==> config.mk <==
export PLATFORM = sky130hd
export DESIGN_NAME = dpram_port_arbiter
export DESIGN_NICKNAME = d
export VERILOG_FILES = /design/src/rtl/dpram_port_arbiter.sv
export SDC_FILE = /design/constraint.sdc
export NUM_CORES = 1
export LEC_CHECK = 0
export ABC_AREA = 1
export CORE_ASPECT_RATIO = 2
export CORE_MARGIN = 2
export CORE_UTILIZATION = 43
export DETAILED_ROUTE_END_ITERATION = 6
export PLACE_DENSITY = 0.87
export SYNTH_ARGS = -nofsm -noshare
export SYNTH_HDL_FRONTEND = slang
export SYNTH_SLANG_ARGS = --single-unit
==> constraint.sdc <==
create_clock -name clk -period 2.5 [get_ports clk]
set_input_delay 0.5 -clock clk [delete_from_list [all_inputs] [get_ports clk]]
set_output_delay 0.5 -clock clk [all_outputs]
set_load 0.02 [all_outputs]
==> src/rtl/dpram_port_arbiter.sv <==
// Two-requester front end for a dual-port RAM: serializes same-address hazards
// round-robin, returns registered read data and counts collisions.
module dpram_port_arbiter #(
   parameter int unsigned DATA_W = 8,
   parameter int unsigned ADDR_W = 6,
   parameter int unsigned CNT_W  = 16
) (
   input  logic              clk,
   input  logic              rst_n,
   input  logic              req_a,
   input  logic              we_a,
   input  logic [ADDR_W-1:0] addr_a,
   input  logic [DATA_W-1:0] wdata_a,
   output logic              gnt_a,
   output logic              rvalid_a,
   output logic [DATA_W-1:0] rdata_a,
   input  logic              req_b,
   input  logic              we_b,
   input  logic [ADDR_W-1:0] addr_b,
   input  logic [DATA_W-1:0] wdata_b,
   output logic              gnt_b,
   output logic              rvalid_b,
   output logic [DATA_W-1:0] rdata_b,
   output logic [DATA_W-1:0] ram_ip_a,
   output logic [DATA_W-1:0] ram_ip_b,
   output logic [ADDR_W-1:0] ram_add_a,
   output logic [ADDR_W-1:0] ram_add_b,
   output logic              ram_wr_a,
   output logic              ram_wr_b,
   input  logic [DATA_W-1:0] ram_q_a,
   input  logic [DATA_W-1:0] ram_q_b,
   output logic [CNT_W-1:0]  coll_cnt
);

   typedef enum logic {PrioA, PrioB} prio_e;

   prio_e             prio_q, prio_d;
   logic              conflict;
   logic              rvalid_a_q, rvalid_b_q;
   logic [DATA_W-1:0] rdata_a_q, rdata_b_q;
   logic [CNT_W-1:0]  coll_q, coll_d;

   always_comb begin
      conflict = req_a & req_b & (addr_a == addr_b) & (we_a | we_b);

      // Grants are forced low during reset so the RAM never sees a stray write.
      gnt_a = rst_n & req_a & (~conflict | (prio_q == PrioA));
      gnt_b = rst_n & req_b & (~conflict | (prio_q == PrioB));

      ram_add_a = addr_a;
      ram_add_b = addr_b;
      ram_ip_a  = wdata_a;
      ram_ip_b  = wdata_b;
      ram_wr_a  = gnt_a & we_a;
      ram_wr_b  = gnt_b & we_b;

      prio_d = prio_q;
      coll_d = coll_q;
      if (conflict) begin
         // Hand priority to the loser so it wins the next conflict.
         prio_d = (prio_q == PrioA) ? PrioB : PrioA;
         if (~&coll_q) coll_d = coll_q + 1'b1;
      end
   end

   always_ff @(posedge clk or negedge rst_n) begin
      if (!rst_n) begin
         prio_q     <= PrioA;
         coll_q     <= '0;
         rvalid_a_q <= 1'b0;
         rvalid_b_q <= 1'b0;
         rdata_a_q  <= '0;
         rdata_b_q  <= '0;
      end else begin
         prio_q     <= prio_d;
         coll_q     <= coll_d;
         rvalid_a_q <= gnt_a & ~we_a;
         rvalid_b_q <= gnt_b & ~we_b;
         if (rvalid_a_q) rdata_a_q <= ram_q_a;
         if (rvalid_b_q) rdata_b_q <= ram_q_b;
      end
   end

   // RAM data is live during the valid cycle; afterwards the captured copy is held.
   assign rvalid_a = rvalid_a_q;
   assign rvalid_b = rvalid_b_q;
   assign rdata_a  = rvalid_a_q ? ram_q_a : rdata_a_q;
   assign rdata_b  = rvalid_b_q ? ram_q_b : rdata_b_q;
   assign coll_cnt = coll_q;

endmodule

### Yosys cells after proc, flatten, opt, wreduce, memory -nomap -nowiden

Cells that the tools add are included.

* $add $sub $neg: 1
* bitwise operators: 19
* equal/unequal tests: 1
* multiplexer cells: 3
* reduce and logical (&&, ||, !) cells: 2

Operator list (number)
* 16-bit by 1-bit adder with 16-bit output, second input constant: 1
* 8-bit two-way mux: 2
* 16-bit AND reduction: 1
* 1-bit AND: 11
* 6-bit == test: 1
* 1-bit inverter: 5
* 1-bit bitwise OR: 3
* 2-bit AND reduction: 1
* 1-bit two-way mux: 1

* word-level logic and storage cells: 32
* input bits: 50
* flip-flop bits (word level): 35

### Logic depth before layout (Yosys ltp)

Gate-level depths: netlist (run 1).

* depth in word-level cells: 7
* gate-level depth with buffers: 10

### Worst setup path before layout (run 1)

Ideal clock, no wire load.

* kind: in2out
* from: input addr_a[5]
* to: output gnt_b
* path slack: 727 ps
* buffers on the path: 0
* required time: 2000 ps
* stages on the path: 8
* data arrival time: 1273 ps
* cell sequence: inv_1 -> nand2_1 -> nand2_1 -> nand2_1 -> nor2_1 -> nand3_1 -> nand2_1 -> inv_1

* cells in the longest elaborated chain, start to end: 6

RTL lines
* start: declaration: line 12 `input logic [ADDR_W-1:0] addr_a,`
* 6-bit == test: line 44 `conflict = req_a & req_b & (addr_a == addr_b) & (we_a | we_b);`
* 1-bit AND (2 in a row): line 44
* 1-bit inverter: line 48 `gnt_b = rst_n & req_b & (~conflict | (prio_q == PrioB));`
* 1-bit bitwise OR: line 48
* 1-bit AND: line 48
* end: declaration: line 21 `output logic gnt_b,`

Every way passes these cells.

### Worst setup path after layout (run 1)

* from: register rvalid_b_q, in the netlist rvalid_b
* to: output rdata_b[7]

* cells in the longest elaborated chain, start to end: 1

RTL lines
* start: declaration: line 39 `logic rvalid_a_q, rvalid_b_q;`
* start signal: assignment: line 78 `rvalid_b_q <= gnt_b & ~we_b;`
* 8-bit two-way mux
* end: declaration: line 23 `output logic [DATA_W-1:0] rdata_b,`

Every way passes these cells.

==> results of run 1 <==
-- cell usage after synthesis --
| cell | instances |
|---|---|
| nand2_1 | 85 |
| dfrtp_1 | 35 |
| inv_1 | 30 |
| nor2_1 | 30 |
| buf_4 | 28 |
| nand3_1 | 27 |
| mux2_2 | 16 |
| nand4_1 | 6 |
| xnor2_1 | 5 |
| o21ai_0 | 4 |
| xor2_1 | 3 |
| buf_2 | 2 |
| clkbuf_1 | 2 |
| nand3_4 | 2 |
| buf_6 | 1 |
| clkinv_2 | 1 |
| ha_1 | 1 |
| inv_2 | 1 |
| nand2_2 | 1 |
| nor2_2 | 1 |
| o21ai_1 | 1 |
-- cell type report --
| cell class | count | area, um2 |
|---|---|---|
| sequential | 35 | 876 |
| clock buffer | 5 | 68.8 |
| timing repair buffer | 104 | 968 |
| fill | 403 | 1760 |
| tap | 57 | 71.3 |
| multi-input combinational | 182 | 955 |
| clock inverter | 3 | 47.5 |
| inverter | 32 | 121 |
-- timing repair --
| item | CTS | global route |
|---|---|---|
| pin swaps | 0 | 1 |
| setup buffers | 0 | 0 |
| endpoints found under the setup margin | 4 | 4 |
| resized for setup | 7 | 10 |
| hold buffers | 0 | 0 |
-- stage by stage --
stage / total power (W) / setup TNS (ns) / instances / instance area, um2 / utilization
final: 0.00161 / 0 / 418 / 3110 / 0.639
after global placement: 0.00107 / -0.825 / 410 / 3000 / 0.616
after floorplan: 0.000889 / 0 / 282 / 2180 / -
after CTS: 0.00162 / 0 / 418 / 3120 / 0.640
after detailed placement: 0.00109 / -1.01 / 410 / 3000 / 0.616
after global routing: 0.00168 / 0 / 418 / 3110 / 0.639
-- power by group --
part | switching, W | internal (W)
logic | 0.000200 | 0.000226
clock network | 0.000231 | 0.000302
registers | 0.0000246 | 0.000621
total | 0.000456 | 0.00115
-- cell usage in the layout, fill, tap and decap left out --
master	instances
buf_4	21
bufinv_16	1
clkbuf_2	4
clkbuf_8	5
clkdlybuf4s50_1	79
clkinv_2	1
clkinv_4	1
dfrtp_1	35
ha_1	1
inv_1	30
inv_2	1
inv_6	1
mux2_2	16
nand2_1	83
nand2_2	3
nand3_1	27
nand3_4	2
nand4_1	6
nor2_1	28
nor2_2	2
nor2_4	1
o21ai_0	4
o21ai_1	1
xnor2_1	5
xor2_1	3
-- routing by layer --
metal / routed length [um] / vias to the layer above
met5: 0 / -
met4: 225 / 0
met2: 3100 / 59
met3: 219 / 18
met1: 1700 / 915
li1: - / 1012
-- flip-flops by register name, summed over array words and instances (netlist names) --
name and flops:
coll_cnt 16, rdata_a_q 8, rdata_b_q 8, prio_q 1
rvalid_a 1, rvalid_b 1
-- final timing paths --
check / depth (start not counted) / slack (ns) / from / endpoint
max in group asynchronous: 2 / 1.49 / rst_n / coll_cnt[9]
worst min register to register: 1 / 0.50 / rdata_b_q[6] / rdata_b_q[6]
worst max register to register: 9 / 0.69 / coll_cnt[0] / coll_cnt[8]
worst max-delay path: 2 / 0.16 / rvalid_b / rdata_b[7]
worst min-delay path: 1 / 0.50 / rdata_b_q[6] / rdata_b_q[6]
min in group asynchronous: 2 / 0.70 / rst_n / rdata_b_q[2]
-- kinds of logic after synthesis --
| logic type | count (synthesis) | share of synthesized area |
|---|---|---|
| and+or+nand+nor | 152 | 0.300 |
| muxes | 16 | 0.0828 |
| adders and majority gates | 1 | 0.00575 |
| xor gates and xnor gates | 8 | 0.0322 |
| DFF | 35 | 0.403 |
| buffers and inverters | 65 | 0.166 |
| AOI/OAI and AO/OA | 5 | 0.0115 |
==> metrics, run 1 <==
Max FO, Critical Path 9; hold slack 0.499 ns; Yosys top cell by area dfrtp_1; status completed; met3 Track Usage GR 0.0300; critical-path cell list mux2_2, clkdlybuf4s50_1; CTS tree built; gr usage total 0.215; setup ws final 0.160 ns; Root Driver clkbuf_8; total wire length 5240 um; Nets 411; DRC Markers 0; M1 GR Usage 0.209; synthesized net count 333; vias per cell 4.79; DP HPWL 4160 um; port bufs 83; cell area power density 517 nW/um2; Die X 54.3 um; Clock Sinks 35; Max-Cap Viols 0; Die ar. 5680 um2; sequential share of the synthesized area 0.403; GRT Residual Overflow 0; largest net degree at the start of global routing 36; Startpoint Class flip-flop; main area contributors after synthesis dfrtp_1, nand2_1, buf_4; Starting DRT DRC Count 35; Req. time, crit path 2.00 ns; height of the die 105 um; crit path buf inv count 1; pre-CTS setup slack -0.270 ns; Post-Syn Area per Cell 7.72 um2; Hold Crit Class reg2reg; latest clock arrival within the worst-skew pair 0.30 ns; vias after detailed routing 2004; Final GP Congestion 0.868; Initial Util 0.447; Worst VDD drop 392 uV; Floorplan Core Area 4860 um2; Hold Violations, Final 0; RSZ-0062 raised after global routing no; Pins Over Slew Limit 0; Post-Syn Instances 282; vias in the first global route 2122; fraction of layout cells with a size suffix above 1 0.163; M2 GR Usage 0.386; Clock Path Buffers 2; CP arrival 1.84 ns; Cell Area, Synth 2180 um2; H-tree levels 2; Max Clock Skew 0.00574 ns; Critical Path End Type output port; Worst path max stage delay 0.57 ns; Pleak 1.49 nW; GRT busiest layer met2; I/O pin count 116; DR pass1 iterations 4; # rows 36; initial antenna violation count 0; critical path's slowest cell dfrtp_1; worst-margin pin slew 0.430 ns; CTS Buf Count 5; Tmin final 2.34 ns; slew margin rel. 0.714; # diodes 0; Distinct cells, synth 21; Max Clock Freq 427 MHz; top cell type's share of synthesized area 0.403; final period utilization 0.936; #FFs+latches synth 35; clock slew at reported path FFs 0.08 ns; worst setup path category reg2out; global-route wire length before repair 9090 um; Synth Warn # 0; DR WL/cell 12.5 um; setup violators final 0; P&R area growth vs syn 42.8%; Final ANT Viol Nets 0; Crit path max-delay family flip-flops
Note: power is estimated with default switching activity, not from simulation.
==> inputs of run 2 (changes only) <==
--- a/config.mk
+++ b/config.mk
@@ -6,7 +6,7 @@
 export NUM_CORES = 1
 export LEC_CHECK = 0
 export ABC_AREA = 1
-export CORE_ASPECT_RATIO = 2
+export CORE_ASPECT_RATIO = 1.25
 export CORE_MARGIN = 2
 export CORE_UTILIZATION = 43
 export DETAILED_ROUTE_END_ITERATION = 6
==> run 2 against run 1 <==
Net effect:
- maximum frequency increased by 0.78%
- combinational power is 2% lower
- total power fell by 9.1%
- register-to-register slack worse by 0.03 ns
- clock power down 26%
- worst setup slack improved by 0.018 ns
- first-iteration DRC count grew to 5.1 times the previous value
- global-route usage is 1.7 points lower
- highest routed layer unchanged
==> metrics, run 2 (same netlist as run 1, synthesis figures left out) <==
most frequent CP cell nor2_1; Final Cell Area 3030 um2 (was 3110 um2); vias in the first global route 2026 (was 2122); Die X 67.6 um (was 54.3 um); Nets 406 (was 411); Worst path max stage delay 0.51 ns (was 0.57 ns); CTS tree built (unchanged); Max Clock Skew 0.00530 ns (was 0.00574 ns); R2R depth 9 (unchanged); height of the die 83.5 um (was 105 um); GRT Residual Overflow 0 (unchanged); commonest non-fill, non-tap cells in the layout nand2_1, clkdlybuf4s50_1, dfrtp_1 (unchanged); Max Clock Freq 431 MHz (was 427 MHz); CP arrival 1.82 ns (was 1.84 ns); RSZ-0062 raised after global routing no (unchanged); DR pass1 iterations 5 (was 4); Root Driver clkbuf_8 (unchanged); reg2reg setup slack 0.66 ns (was 0.69 ns); hold buffers post-CTS 0 (unchanged); vias after detailed routing 2017 (was 2004); Pleak 1.45 nW (was 1.49 nW); global-route wire length before repair 8630 um (was 9090 um); status completed (unchanged); # diodes 0 (unchanged); Post-CTS Setup Bufs 0 (unchanged); port bufs 83 (unchanged); worst-margin pin slew 0.433 ns (was 0.430 ns); DP HPWL 3920 um (was 4160 um); latest clock arrival within the worst-skew pair 0.29 ns (was 0.30 ns); CTS Buf Count 5 (unchanged); Crit Reg-Reg Endpoint coll_cnt[4] (was coll_cnt[8]); DR WL/cell 12.3 um (was 12.5 um); clock slew at reported path FFs 0.07 ns (was 0.08 ns); Req. time, crit path 2.00 ns (about the same); Post-DP Area 2960 um2 (was 3000 um2); Startpoint Class input port (was flip-flop); slew margin rel. 0.711 (was 0.714); setup ws final 0.179 ns (was 0.160 ns); critical-path cell list clkdlybuf4s50_1, inv_1, nor2_1, nor2_1, nand2_1, nor2_2, nand3_1, nand2_2, nor2_1, clkbuf_2 (was mux2_2, clkdlybuf4s50_1); most common cell after layout, fill and taps aside nand2_1 (unchanged); worst r2r src coll_cnt[0] (unchanged); Initial Util 0.453 (was 0.447); setup violators final 0 (unchanged); Hold Crit Class in2async (was reg2reg); Floorplan Core Area 4800 um2 (was 4860 um2); final period utilization 0.929 (was 0.936); P&R area growth vs syn 39.4% (was 42.8%); Worst VDD drop 205 uV (was 392 uV); Clock Path Buffers 2 (unchanged); Die ar. 5650 um2 (was 5680 um2); initial antenna violation count 0 (unchanged); worst setup path category in2out (was reg2out); Clock Sinks 35 (unchanged); Critical Path Source addr_b[3] (was rvalid_b); # rows 28 (was 36); vias per cell 4.85 (was 4.79); I/O pin count 116 (unchanged); largest net degree at the start of global routing 36 (unchanged); total wire length 5120 um (was 5240 um); Critical Path End Type output port (unchanged); cell area power density 481 nW/um2 (was 517 nW/um2); pre-CTS setup slack -0.272 ns (was -0.270 ns); Max FO, Critical Path 3 (was 9); critical path's slowest cell clkdlybuf4s50_1 (was dfrtp_1); H-tree levels 2 (unchanged); max reg flops 16 (unchanged); Final ANT Viol Nets 0 (unchanged); Pins Over Slew Limit 0 (unchanged); Max-Cap Viols 0 (unchanged); DRC Markers 0 (unchanged); Tmin final 2.32 ns (was 2.34 ns); Hold Violations, Final 0 (unchanged); Starting DRT DRC Count 179 (was 35); Final GP Congestion 0.937 (was 0.868); fraction of layout cells with a size suffix above 1 0.152 (was 0.163); gr usage total 0.198 (was 0.215); Fin Setup TNS 0 ns (unchanged)
[run 2: cell count changes in the layout (fill, tap and decap cells not counted)]
cell,before,now
bufinv_16,1,0
clkdlybuf4s50_1,79,78
clkinvlp_4,0,1
clkbuf_1,0,1
buf_4,21,16
nor2_2,2,3
nor2_4,1,0
clkinv_2,1,2
inv_6,1,0
buf_2,0,1
clkinv_4,1,0
[run 2: where the power goes]
part           switching (W)  internal [W]  leakage, nW
Combinational       0.000196      0.000222        0.957
Clock               0.000200      0.000194       0.0412
Sequential         0.0000265      0.000622        0.453
Total               0.000422       0.00104         1.45
[run 2: area by class of cell]
class / instances / area (um2)
repair buffers: 99 / 926
multi-input cells: 182 / 950
clock inverters: 2 / 12.5
flip-flops and latches: 35 / 876
well taps: 60 / 75.1
clock buffers: 6 / 72.6
inverters: 32 / 121
fillers: 403 / 1770
[run 2: worst max path at each step]
| stage | slack (ns) | end | depth (start not counted) |
|---|---|---|---|
| final | 0.18 | ram_wr_b | 10 |
| after global placement | -0.21 | gnt_b | 9 |
| after CTS | 0.0005 | ram_wr_b | 11 |
| after floorplan | 0.73 | gnt_b | 8 |
| after detailed placement | -0.27 | ram_wr_b | 11 |
| after global routing | 0.006 | ram_wr_b | 10 |
[run 2: worst max-delay path: cells and delay by family]
family        cells  cell delay (ns)
buf+inv           3             0.74
simple gates      7             0.59
[run 2: what timing repair did]
item / CTS / global route
hold endpoints to repair: 0 / 0
gates cloned: 0 / 0
setup endpoints to repair: 4 / 4
gates resized for setup: 6 / 10
[run 2: routing by layer]
layer / vias up / track usage / part of all wire
met1: 927 / 0.196 / 0.35
met4: 0 / 0.0928 / 0.023
li1: 1000 / - / -
met2: 75 / 0.370 / 0.56
met3: 15 / 0.0418 / 0.071
met5: - / 0 / 0
[run 2: stage by stage]
step                      total power [W]  std cells   util  hold WS (ns)
final                             0.00146        416  0.632         0.318
after floorplan                  0.000889        282      -         0.204
after global placement            0.00107        408  0.616         0.479
after CTS                         0.00148        416  0.634         0.335
after detailed placement          0.00108        408  0.616         0.483
after global routing              0.00153        416  0.632         0.360
